[config.mk]
export PLATFORM = sky130hd
export DESIGN_NAME = kernel_bank
export DESIGN_NICKNAME = d
export VERILOG_FILES = /design/src/rtl/kernel_pkg.sv /design/src/rtl/kernel_loader.sv /design/src/rtl/kernel_bank.sv
export SDC_FILE = /design/constraint.sdc
export NUM_CORES = 1
export LEC_CHECK = 0
export ABC_AREA = 1
export BUFFER_PORTS_ARGS = -buffer_cell sky130_fd_sc_hd__buf_2
export CAP_MARGIN = 20
export CORE_ASPECT_RATIO = 1.75
export CORE_MARGIN = 2
export CORE_UTILIZATION = 35
export CTS_CLUSTER_DIAMETER = 30
export DETAILED_ROUTE_END_ITERATION = 8
export PLACE_DENSITY_LB_ADDON = 0.05
export SLEW_MARGIN = 20
export SYNTH_ARGS = -nofsm -noshare
export SYNTH_HDL_FRONTEND = slang
export SYNTH_SLANG_ARGS = --single-unit
[constraint.sdc]
create_clock -name clk_in -period 3.8 [get_ports clk_in]
set_input_delay 0.19 -clock clk_in [delete_from_list [all_inputs] [get_ports clk_in]]
set_output_delay 0.19 -clock clk_in [all_outputs]
set_load 0.05 [all_outputs]
[src/rtl/kernel_pkg.sv]
// Shared types and the preset kernel ROM for the convolution kernel bank.
package kernel_pkg;

   // Largest supported kernel edge; preset ROM entries are built on this grid.
   localparam int KMAX = 5;
   // Width of the preset ROM values; every preset fits in a signed byte.
   localparam int PW   = 8;

   typedef enum logic [2:0] {
      K_IDENTITY,
      K_GAUSS,
      K_SHARPEN,
      K_RIDGE,
      K_SOBEL_X,
      K_SOBEL_Y
   } preset_e;

   typedef enum logic [1:0] {
      L_IDLE,
      L_LOAD,
      L_COMMIT
   } load_state_e;

   typedef struct packed {
      logic [KMAX*KMAX-1:0][PW-1:0] coeffs;
      logic [PW-1:0]                shift;
      logic [PW-1:0]                offset;
   } kernel_t;

   // Words in one user-kernel write: every coefficient, then shift, then offset.
   function automatic int word_count(input int ksize);
      return ksize * ksize + 2;
   endfunction

   // Preset ROM; the 3x3 core is centred in a ksize x ksize grid with a zero border.
   function automatic kernel_t preset_kernel(input int idx, input int ksize);
      kernel_t k;
      int      g[9];
      int      off;
      k   = '0;
      off = (ksize - 3) / 2;
      g   = '{0, 0, 0, 0, 1, 0, 0, 0, 0};
      case (idx)
         int'(K_GAUSS): begin
            g       = '{1, 2, 1, 2, 4, 2, 1, 2, 1};
            k.shift = 8'd4;
         end
         int'(K_SHARPEN): begin
            g        = '{0, -1, 0, -1, 5, -1, 0, -1, 0};
            k.offset = 8'd16;
         end
         int'(K_RIDGE): begin
            g        = '{-1, -1, -1, -1, 8, -1, -1, -1, -1};
            k.offset = 8'd16;
         end
         int'(K_SOBEL_X): g = '{1, 0, -1, 2, 0, -2, 1, 0, -1};
         int'(K_SOBEL_Y): g = '{-1, -2, -1, 0, 0, 0, 1, 2, 1};
         default: ;
      endcase
      for (int r = 0; r < 3; r++)
         for (int c = 0; c < 3; c++)
            k.coeffs[(r + off) * ksize + c + off] = PW'(g[r * 3 + c]);
      return k;
   endfunction

   function automatic kernel_t identity_kernel(input int ksize);
      return preset_kernel(int'(K_IDENTITY), ksize);
   endfunction

endpackage

[src/rtl/kernel_loader.sv]
// Word-stream loader: stages one full user kernel, then hands it over in a
// single commit cycle so a half-written kernel is never visible.
module kernel_loader
   import kernel_pkg::*;
#(
   parameter int KSIZE = 3,
   parameter int CW    = 8,
   parameter int SLOTW = 1
) (
   input  logic                            clk_in,
   input  logic                            rst_n_in,
   input  logic                            wr_valid_in,
   output logic                            wr_ready_out,
   input  logic [SLOTW-1:0]                wr_slot_in,
   input  logic [CW-1:0]                   wr_data_in,
   output logic                            commit_out,
   output logic [SLOTW-1:0]                commit_slot_out,
   output logic [KSIZE*KSIZE+1:0][CW-1:0]  staging_out
);
   localparam int NW   = word_count(KSIZE);
   localparam int CNTW = $clog2(NW);

   load_state_e           st_q, st_d;
   logic [CNTW-1:0]       cnt_q, cnt_d;
   logic [SLOTW-1:0]      slot_q, slot_d;
   logic [NW-1:0][CW-1:0] stg_q, stg_d;
   logic                  rdy_q, rdy_d;
   logic                  acc;

   // Next state: count accepted words, stage them, drop ready for the commit cycle.
   always_comb begin
      st_d   = st_q;
      cnt_d  = cnt_q;
      slot_d = slot_q;
      stg_d  = stg_q;
      acc    = wr_valid_in && rdy_q;
      case (st_q)
         L_IDLE: if (acc) begin
            stg_d[0] = wr_data_in;
            slot_d   = wr_slot_in;
            cnt_d    = CNTW'(1);
            st_d     = L_LOAD;
         end
         L_LOAD: if (acc) begin
            stg_d[cnt_q] = wr_data_in;
            cnt_d        = cnt_q + CNTW'(1);
            if (cnt_q == CNTW'(NW - 1)) st_d = L_COMMIT;
         end
         default: st_d = L_IDLE;
      endcase
      // Ready is registered so it stays low through reset and the commit cycle.
      rdy_d = (st_d != L_COMMIT);
   end

   // Loader state; reset discards any partial staging.
   always_ff @(posedge clk_in or negedge rst_n_in) begin
      if (!rst_n_in) begin
         st_q   <= L_IDLE;
         cnt_q  <= '0;
         slot_q <= '0;
         stg_q  <= '0;
         rdy_q  <= 1'b0;
      end else begin
         st_q   <= st_d;
         cnt_q  <= cnt_d;
         slot_q <= slot_d;
         stg_q  <= stg_d;
         rdy_q  <= rdy_d;
      end
   end

   assign wr_ready_out    = rdy_q;
   assign commit_out      = (st_q == L_COMMIT);
   assign commit_slot_out = slot_q;
   assign staging_out     = stg_q;

endmodule

[src/rtl/kernel_bank.sv]
// Runtime-selectable kernel source: presets plus user slots, with the active
// kernel swapped only on frame_start so the datapath never sees a torn kernel.
module kernel_bank
   import kernel_pkg::*;
#(
   parameter int KSIZE       = 3,
   parameter int CW          = 8,
   parameter int NUM_PRESETS = 6,
   parameter int NUM_USER    = 2,
   parameter int SELW        = 3,
   parameter int SLOTW       = (NUM_USER > 1) ? $clog2(NUM_USER) : 1
) (
   input  logic                      clk_in,
   input  logic                      rst_n_in,
   input  logic [SELW-1:0]           sel_in,
   input  logic                      sel_valid_in,
   input  logic                      frame_start_in,
   input  logic                      wr_valid_in,
   output logic                      wr_ready_out,
   input  logic [SLOTW-1:0]          wr_slot_in,
   input  logic [CW-1:0]             wr_data_in,
   output logic [KSIZE*KSIZE*CW-1:0] coeffs_out,
   output logic [CW-1:0]             shift_out,
   output logic [CW-1:0]             offset_out,
   output logic [SELW-1:0]           kernel_id_out,
   output logic                      pending_out,
   output logic                      sel_err_out
);
   localparam int KK   = KSIZE * KSIZE;
   localparam int NW   = word_count(KSIZE);
   localparam int NSEL = NUM_PRESETS + NUM_USER;

   typedef logic [NW-1:0][CW-1:0] kwords_t;

   // Sign-extend a ROM entry to CW-wide words in write-stream order.
   function automatic kwords_t to_words(input kernel_t k);
      kwords_t w;
      w = '0;
      for (int i = 0; i < KK; i++) w[i] = CW'($signed(k.coeffs[i]));
      w[NW-2] = CW'($signed(k.shift));
      w[NW-1] = CW'($signed(k.offset));
      return w;
   endfunction

   kwords_t                    id_w, src_w, staging;
   kwords_t                    act_q, act_d;
   logic [NUM_USER-1:0][NW-1:0][CW-1:0] user_q, user_d;
   logic [SELW-1:0]            kid_q, kid_d, psel_q, psel_d, src_sel;
   logic                       pend_q, pend_d, err_q, err_d, sel_ok;
   logic                       commit;
   logic [SLOTW-1:0]           commit_slot;

   kernel_loader #(.KSIZE(KSIZE), .CW(CW), .SLOTW(SLOTW)) u_loader (
      .clk_in          (clk_in),
      .rst_n_in        (rst_n_in),
      .wr_valid_in     (wr_valid_in),
      .wr_ready_out    (wr_ready_out),
      .wr_slot_in      (wr_slot_in),
      .wr_data_in      (wr_data_in),
      .commit_out      (commit),
      .commit_slot_out (commit_slot),
      .staging_out     (staging)
   );

   // Source for a frame_start: a same-cycle select bypasses the pending one.
   always_comb begin
      id_w    = to_words(identity_kernel(KSIZE));
      sel_ok  = sel_valid_in && (int'(sel_in) < NSEL);
      src_sel = pend_q ? psel_q : kid_q;
      if (sel_ok) src_sel = sel_in;
      src_w = to_words(preset_kernel(int'(src_sel), KSIZE));
      for (int u = 0; u < NUM_USER; u++)
         if (int'(src_sel) == NUM_PRESETS + u) src_w = user_q[u];
   end

   // Selection, frame-boundary apply and slot commit; frame_start sees pre-commit slots.
   always_comb begin
      pend_d = pend_q;
      psel_d = psel_q;
      kid_d  = kid_q;
      act_d  = act_q;
      user_d = user_q;
      err_d  = sel_valid_in && !sel_ok;
      if (sel_ok) begin
         pend_d = 1'b1;
         psel_d = sel_in;
      end
      if (frame_start_in) begin
         act_d  = src_w;
         kid_d  = src_sel;
         pend_d = 1'b0;
      end
      for (int u = 0; u < NUM_USER; u++)
         if (commit && int'(commit_slot) == u) user_d[u] = staging;
   end

   // Bank, selection and output registers.
   always_ff @(posedge clk_in or negedge rst_n_in) begin
      if (!rst_n_in) begin
         act_q  <= id_w;
         user_q <= {NUM_USER{id_w}};
         kid_q  <= '0;
         psel_q <= '0;
         pend_q <= 1'b0;
         err_q  <= 1'b0;
      end else begin
         act_q  <= act_d;
         user_q <= user_d;
         kid_q  <= kid_d;
         psel_q <= psel_d;
         pend_q <= pend_d;
         err_q  <= err_d;
      end
   end

   assign coeffs_out    = act_q[KK-1:0];
   assign shift_out     = act_q[NW-2];
   assign offset_out    = act_q[NW-1];
   assign kernel_id_out = kid_q;
   assign pending_out   = pend_q;
   assign sel_err_out   = err_q;

endmodule

### Word-level counts from Yosys, hierarchy flattened

Cells that the tools add are included.

| operators by class | value |
|---|---|
| $add $sub $neg | 1 |
| magnitude comparators | 2 |
| eq/ne operators | 13 |
| multiplexer cells | 22 |
| bitwise logic cells | 1 |
| reductions and logical operators | 11 |

Operators by type and width:

| kind | number |
|---|---|
| 264-bit case mux with 5 select lines | 1 |
| 88-bit two-way mux | 2 |
| 88-bit bitwise mux | 1 |
| 8-bit demux with 4-bit select | 1 |
| 8-bit two-way mux | 3 |
| 8-bit case mux with 2 select lines | 1 |
| 3-bit by 2-bit == test with 1-bit output, second input constant | 3 |
| 3-bit two-way mux | 3 |
| 4-bit two-way mux | 2 |
| 4-bit case mux with 2 select lines | 1 |
| 3-bit by 1-bit == test with 1-bit output, second input constant | 2 |
| 3-bit == test, second input constant | 2 |
| 2-bit two-way mux | 3 |
| 4-bit by 5-bit < comparator with 1-bit output, second input constant | 1 |
| 5-bit two-way mux | 1 |
| 4-bit by 1-bit adder with 4-bit output, second input constant | 1 |
| 4-bit == test, second input constant | 1 |
| 4-bit by 1-bit greater-or-equal comparator with 1-bit output, second input constant | 1 |
| 1-bit logical AND | 4 |
| 2-bit by 1-bit != test with 1-bit output, second input constant | 2 |
| 2-bit case mux with 2 select lines | 1 |
| 2-bit AND reduction | 2 |
| 2-bit nonzero test | 2 |
| 3-bit AND reduction | 1 |
| other kinds (7) | 8 |

| storage, ports and cells | value |
|---|---|
| register bits after elaboration | 367 |
| input bits | 17 |
| output and inout port bits | 94 |
| word-level logic and storage cells | 101 |

### Logic depth before layout (Yosys ltp)

Gate-level depths: netlist of run 1.

| depth | value |
|---|---|
| depth after elaboration | 7 |
| mapped depth | 13 |
| mapped depth without buffers | 11 |

### Hierarchy

From an unflattened synthesis of run 1, not the netlist that was laid out.

| second synthesis, totals | value |
|---|---|
| cell total of the unflattened synthesis | 1818 |
| area total of the unflattened synthesis | 15667.5 µm² |

Modules (own cells, without submodules):

| module | instances | cells each | area an instance (µm²) |
|---|---|---|---|
| kernel_bank | 1 | 1370 | 11542.3 |
| kernel_loader | 1 | 448 | 4125.2 |

### Worst setup path before layout of run 1

Ideal clock, no wire load.

| path | value |
|---|---|
| kind | register to register |
| start | register pend_q, in the netlist pending_out |
| end | register act_q, in the netlist coeffs_out[31] |
| library setup time | 0.119 ns |
| arrival | 1.731 ns |
| data required time | 3.681 ns |
| path slack | 1.950 ns |
| cell stages (with the launch flop) | 11 |
| buffers on the path | 1 |
| period minus slack after synthesis | 1.850 ns |
| path through | dfrtp_1 > inv_2 > nand2_1 > nand2_1 > a21oi_4 > nor2_2 > nor2_2 > buf_2 > nand2_1 > nor2_1 > nor2_1 |

| between the ends | value |
|---|---|
| word-level cells in the longest chain between the ends | 6 |

RTL lines:

| what | RTL line | text |
|---|---|---|
| start, declared | kernel_bank.sv:49 | `logic pend_q, pend_d, err_q, err_d, sel_ok;` |
| start signal, assigned | kernel_bank.sv:111 | `pend_q <= pend_d;` |
| 3-bit two-way mux * | kernel_bank.sv:69 | `src_sel = pend_q ? psel_q : kid_q;` |
| 3-bit two-way mux * | kernel_bank.sv:70 | `if (sel_ok) src_sel = sel_in;` |
| 3-bit == test, or another cell as far along | kernel_pkg.sv:43 | `case (idx)` |
| 264-bit case mux with 5 select lines | kernel_pkg.sv:43 |  |
| 88-bit two-way mux | kernel_bank.sv:73 | `if (int'(src_sel) == NUM_PRESETS + u) src_w = user_q[u];` |
| 88-bit two-way mux * | kernel_bank.sv:73 |  |
| end signal, assigned | kernel_bank.sv:100 | `act_q <= id_w;` |
| end signal, assigned | kernel_bank.sv:107 | `act_q <= act_d;` |
| end, declared | kernel_bank.sv:46 | `kwords_t act_q, act_d;` |

Every way passes the cells marked *; elsewhere a longest branch is shown, timed or not.
A chain may end at the register's enable or synchronous reset.

### Worst setup path after layout of run 1

| path | value |
|---|---|
| start | register pend_q, in the netlist pending_out |
| end | register act_q, in the netlist coeffs_out[34] |

The elaborated chain is that of the path after synthesis.

==> metrics.cfg, run 1 <==
[route]
vias = 11973
drc = 0
vias_per_cell = 4.641
wl_per_cell_microns = 16.96
routed_wl_microns = 43750
first_iter_violations = 691
postRouteAntennaNets = 0
drtPass1Iterations = 5

[sta]
layout_min_cycle_time_ps = 2455
clock_skew_ps = 23.13
tns_ps = 0
slew_viol_final = 0
hold_violations = 0
fmax_mhz = 407.4
relSlewSlack = 0.3844
rsz0062_at_grt = false
timing.hold.ws_ps = 16.30
setup_viol = 0
worstMarginPinSlew_ps = 923.4
post-route-period-util = 0.6460

[logic_synthesis]
ys_ff_latch = 367
synthSimpleGateAreaFrac = 0.2164
synth_seq_area_share = 0.5936
synth_compound_area_frac = 0.1097
postSynthCellCount = 1839
ys_warn_count = 0
synthDistinctLibCells = 33
synthMuxAreaShare = 0
synth-xor-area-share = 0
syn-cell-area_sq_um = 15480
synth_top_family_by_area = simple AND/OR/NAND/NOR gates
synth.avg_cell_area_sq_um = 8.416
syn-num-nets = 1860
synthAdderAreaFrac = 0.003234

[place]
portBuffers = 109
place_congestion = 0.7699
dp_hpwl_microns = 26460

[cells_and_area]
layout_commonest_cell = nand2_1
drive_above_1_share = 0.1375
syn2layout_area_growth_pct = 23.24
final_cell_mix = nand2_1, dfrtp_1, o21ai_0
antenna_cells = 0
fill_cells = 4470
nNetsFinal = 1980

[status]
status = complete, no violations

[die]
num_rows = 102
start_util = 0.3525
num_io_pins = 111
die-area_sq_um = 45980
die_h_microns = 282.2
chipWidth_microns = 163.0
fp.coreArea_sq_um = 43900

[pwr]
p_sw_frac = 0.2982
power.switching_mw = 4.033
p_comb_frac = 0.164
seqPwrFrac = 0.374
ir_drop_mv = 0.3898
internal_power_mw = 9.490
powerDensity_nw_per_um2 = 709.0
p_clk_frac = 0.462
leakagePower_nw = 9.474

[global_routing]
grt-ovfl-total = 0
grt_max_degree = 103
grt_first_pass_wirelength_microns = 69580
antenna_found_initial = 0
grt_pass1_vias = 12131
grt_use_total = 0.1973

[min_path]
hold_class = in2reg
hold_start = sel_in[2]

[setup_path]
crit_path_cell_trace = inv_2 > nand2_1 > nand2_1 > nand2_1 > nand2_2 > nand2_1 > nand3_1 > nand2_1 > nand2_1 > nand2_1
slowest_delay_ps = 670
slowest_stage = nand2_1
cp-startpoint = pending_out$_DFFE_PN0P_
cp_common_cell = nand2_1
end_kind = flop
start_kind = flop
r2r_start = pending_out$_DFFE_PN0P_
cp.arrival_ps = 2900
crit_required_ps = 4240
crit_fanout = 23
critPathKind = reg2reg

[clock_network]
htree_num_levels = 3
clockBufferDepth = 3
post_cts_resized = 0
path_clk_slew_ps = 50
clkLatencyLatePin_ps = 580
cts_tree = built
numCtsBuffers = 68
clock_sinks = 367
clock-root-buffer = clkbuf_16

[flow_run]
cap_violations = 0

[cells in the mapped netlist, drive strengths merged]
cell / number / area (sq um)
nand2: 693 / 2636
dfrtp: 364 / 9109
o21ai: 288 / 1441
inv: 203 / 762.0
nor2: 81 / 346.6
clkbuf: 56 / 210.2
nand3: 48 / 245.2
buf: 39 / 216.5
a21oi: 34 / 181.4
nand4: 11 / 68.82
a31oi: 4 / 25.02
ha: 4 / 50.05
dfstp: 3 / 78.83
a21boi: 2 / 26.28
nor3: 2 / 32.53
o21a: 2 / 15.01
a41oi: 1 / 8.760
and2: 1 / 6.260
conb: 1 / 3.750
nand3b: 1 / 7.510
or2: 1 / 6.260
[kinds of logic after synthesis]
family / Yosys count
AO/OA/AOI/OAI: 331
flip-flops: 367
adder cells (fa/ha/maj): 4
other: 1
AND/OR/NAND/NOR: 838
buffers and inverters: 298
[sequential cells by signal, indices dropped and copies added, names as in the netlist]
signal and cells:
u_loader.commit_slot_out 1, u_loader.wr_ready_out 1, shift_out 8, coeffs_out 72, psel_q 3, kernel_id_out 3, user_q 176, offset_out 8
u_loader.st_q 2, pending_out 1, u_loader.cnt_q 4, u_loader.staging_out 88
[final cells by class]
class / count / area [sq um] / area share
inverters: 203 / 764.5 / 0.04008
clock buffers: 84 / 1886 / 0.09885
clock inverters: 35 / 479.2 / 0.02512
well taps: 572 / 715.7 / 0.03752
repair buffers: 145 / 928.4 / 0.04867
multi-input cells: 1174 / 5114 / 0.2681
flip-flops and latches: 367 / 9188 / 0.4817
[per-layer routing]
layer	track usage	part of all wire	vias to the layer above
met2	0.3541	0.52	219
met4	0.05718	0.015	0
met3	0.03167	0.035	52
met1	0.2436	0.43	5716
met5	0	0	-
li1	-	-	5986
[stage by stage]
stage,power (mW),util,area [sq um],setup slack (ps),std cells
6_report,13.52,0.4345,19070,1345,2580
5_1_grt,14.27,0.4345,19070,1087,2580
4_1_cts,13.73,0.4345,19070,1273,2580
3_5_place_dp,7.380,0.3770,16550,1289,2445
3_3_place_gp,7.334,0.3770,16550,1292,2445
2_1_floorplan,6.631,-,15480,1950,1839
[worst max-delay path, delay by kind of cell, from the launching register on]
kind | cells | cell delay (ps)
buf+inv | 1 | 90
flops | 1 | 420
simple gates | 9 | 1830
[power by group through the flow]
stage | clock, mW | sequential [mW] | combinational [mW]
after floorplan | 0 | 5.44 | 1.19
after global placement | 0 | 5.11 | 2.22
after detailed placement | 0 | 5.12 | 2.26
after CTS | 6.38 | 5.07 | 2.28
after global routing | 6.56 | 5.16 | 2.55
final | 6.24 | 5.06 | 2.22
[path summary, 6_finish.rpt]
check / to / slack (ps) / depth (start not counted)
max: coeffs_out[34]$_DFFE_PN0P_ / 1350 / 10
min: psel_q[2]$_DFFE_PN0P_ / 20 / 3
max reg2reg: coeffs_out[34]$_DFFE_PN0P_ / 1350 / 10
min reg2reg: coeffs_out[7]$_DFFE_PN0P_ / 470 / 2
max in group asynchronous: coeffs_out[59]$_DFFE_PN0P_ / 2450 / 3
min in group asynchronous: coeffs_out[19]$_DFFE_PN0P_ / 250 / 2
[what timing repair did]
item                                   in CTS  in global routing
endpoints found under the hold margin     106                  0
hold buffers                               16                  0
setup buffers                               0                  0
setup endpoints to repair                   0                  0
No activity file was read; power rests on OpenSTA's default activity.
==> run 2, diff against run 1 <==
clock period = 2.4 ns   (was 3.8 ns; I/O delays follow)
==> run 2 against run 1 <==
Count of clock-buffer cells in the layout rose by 3. Cell count rose by 1.3%. Worst hold slack better by 36 ps. Cell area grew 1.3%. Sequential power grew 59%. Total power up 55%. Critical path depth up 1. Via count rose by 1.0%. Routed wire length up 2.2%. Non-clock buffer count is 31 higher. Clock power increased by 50%. Global-route usage up 0.40 points. Critical endpoint is now coeffs_out[57]$_DFFE_PN0P_.
==> metrics.cfg, run 2 (synthesis gave the netlist of run 1 again) <==
[status]
status = complete, no violations

[pwr]
powerDensity_nw_per_um2 = 1086
leakagePower_nw = 9.597
power.total_mw = 20.99
power.switching_mw = 6.425
seqPwrFrac = 0.383
internal_power_mw = 14.57
p_clk_frac = 0.447
p_sw_frac = 0.3060
p_comb_frac = 0.170
ir_drop_mv = 0.5617

[setup_path]
crit_path_cell_trace = inv_2 > nand2_1 > nand2_1 > nand2_1 > nand2_2 > buf_4 > nor2_1 > o21ai_0 > nand2_1 > nand2_1 > nand2_1
start_kind = flop
cp_common_cell = nand2_1
cp.arrival_ps = 2540
end_kind = flop
crit_fanout = 18
reg2reg_slack_ps = 310
critPathKind = reg2reg
slowest_stage = o21ai_0
slowest_delay_ps = 490
r2r_cells = 11
r2r_end = coeffs_out[57]$_DFFE_PN0P_
r2r_start = pending_out$_DFFE_PN0P_
crit_required_ps = 2850

[clock_network]
path_clk_slew_ps = 50
clock-root-buffer = clkbuf_16
clockBufferDepth = 3
clock_sinks = 367
clkLatencyLatePin_ps = 570
cts_tree = built
post-cts-setup-buffer-count = 0
numCtsBuffers = 67
htree_num_levels = 3

[sta]
worstMarginPinSlew_ps = 872.2
tns_ps = 0
relSlewSlack = 0.4179
post-route-period-util = 0.8703
hold_violations = 0
layout_min_cycle_time_ps = 2089
clock_skew_ps = 18.78
rsz0062_at_grt = false
setup_viol = 0
fmax_mhz = 478.8
slew_viol_final = 0

[place]
dp_hpwl_microns = 27930
place_congestion = 0.7416
portBuffers = 109

[route]
vias_per_cell = 4.628
drc = 0
routed_wl_microns = 44690
drtPass1Iterations = 5
first_iter_violations = 719
postRouteAntennaNets = 0
wl_per_cell_microns = 17.10
vias = 12098

[global_routing]
grt_use_total = 0.2013
antenna_found_initial = 0
grt_max_degree = 97
grt_first_pass_wirelength_microns = 70510
grt_pass1_vias = 12291
grt-ovfl-total = 0

[cells_and_area]
largest_reg_flops = 176
layout_commonest_cell = nand2_1
final_cell_mix = nand2_1, dfrtp_1, o21ai_0
antenna_cells = 0
regArea_sq_um = 9188
multi_input_area_sq_um = 5114
syn2layout_area_growth_pct = 24.89
nNetsFinal = 2010
drive_above_1_share = 0.1503
regMostFlops = user_q
fill_cells = 4490

[die]
die_h_microns = 282.2
die-area_sq_um = 45980
num_rows = 102
start_util = 0.3525
chipWidth_microns = 163.0
num_io_pins = 111
fp.coreArea_sq_um = 43900

[flow_run]
cap_violations = 0

[min_path]
hold_class = in2reg
worstHoldEndpoint = u_loader.st_q[0]$_DFF_PN0_
hold_depth = 4
hold_start = wr_valid_in

==> run 2: critical path, delay by kind of cell (launching register included) <==
family | cells | cell delay, ps
flip-flops | 1 | 420
AND/OR/NAND/NOR | 8 | 700
AO/OA/AOI/OAI | 1 | 490
buffers and inverters | 2 | 370
==> run 2: stage by stage <==
stage	setup WS, ps	instances	hold slack (ps)	util	instance area, sq um
floorplan	549.7	1839	-175.6	-	15480
global placement	289.7	2473	80.86	0.3843	16870
detailed placement	336.7	2473	78.96	0.3843	16870
CTS	331.8	2614	24.21	0.4403	19330
global route	154.8	2614	46.09	0.4403	19330
finish	311.3	2614	51.83	0.4403	19330
==> run 2: power by group through the flow <==
| stage | sequential (mW) | clock (mW) | combinational [mW] |
|---|---|---|---|
| global placement | 8.10 | 0 | 3.58 |
| floorplan | 8.61 | 0 | 1.89 |
| finish | 8.03 | 9.38 | 3.58 |
| detailed placement | 8.13 | 0 | 3.63 |
| CTS | 8.04 | 9.62 | 3.66 |
| global route | 8.18 | 9.88 | 4.09 |
==> run 2: final cells by class <==
type	instances	area share
Clock inverter	35	0.01935
Inverter	203	0.03955
Tap cell	572	0.03703
Sequential cell	367	0.4753
Clock buffer	87	0.09794
Timing Repair Buffer	176	0.06628
Multi-Input combinational cell	1174	0.2645
==> run 2: how the worst max path moves through the flow <==
stage	slack (ps)	endpoint	cells past startpoint	start
floorplan	550	coeffs_out[31]$_DFFE_PN0P_	10	pending_out$_DFFE_PN0P_
global placement	290	coeffs_out[57]$_DFFE_PN0P_	11	pending_out$_DFFE_PN0P_
detailed placement	340	coeffs_out[57]$_DFFE_PN0P_	11	pending_out$_DFFE_PN0P_
CTS	330	offset_out[4]$_DFFE_PN0P_	12	pending_out$_DFFE_PN0P_
global route	150	offset_out[4]$_DFFE_PN0P_	12	pending_out$_DFFE_PN0P_
finish	310	coeffs_out[57]$_DFFE_PN0P_	11	pending_out$_DFFE_PN0P_
==> run 2: repair_timing <==
| action | CTS | global route |
|---|---|---|
| hold buffers | 19 | 0 |
| hold endpoints to repair | 265 | 0 |
| gates resized for setup | 0 | 0 |
==> run 2: per-layer routing <==
metal	GRT usage	vias to the layer above	share of wire
met3	0.02874	68	0.035
met2	0.3516	229	0.50
met4	0.07647	0	0.029
met1	0.2517	5765	0.44
li1	-	6036	-
met5	0	-	0
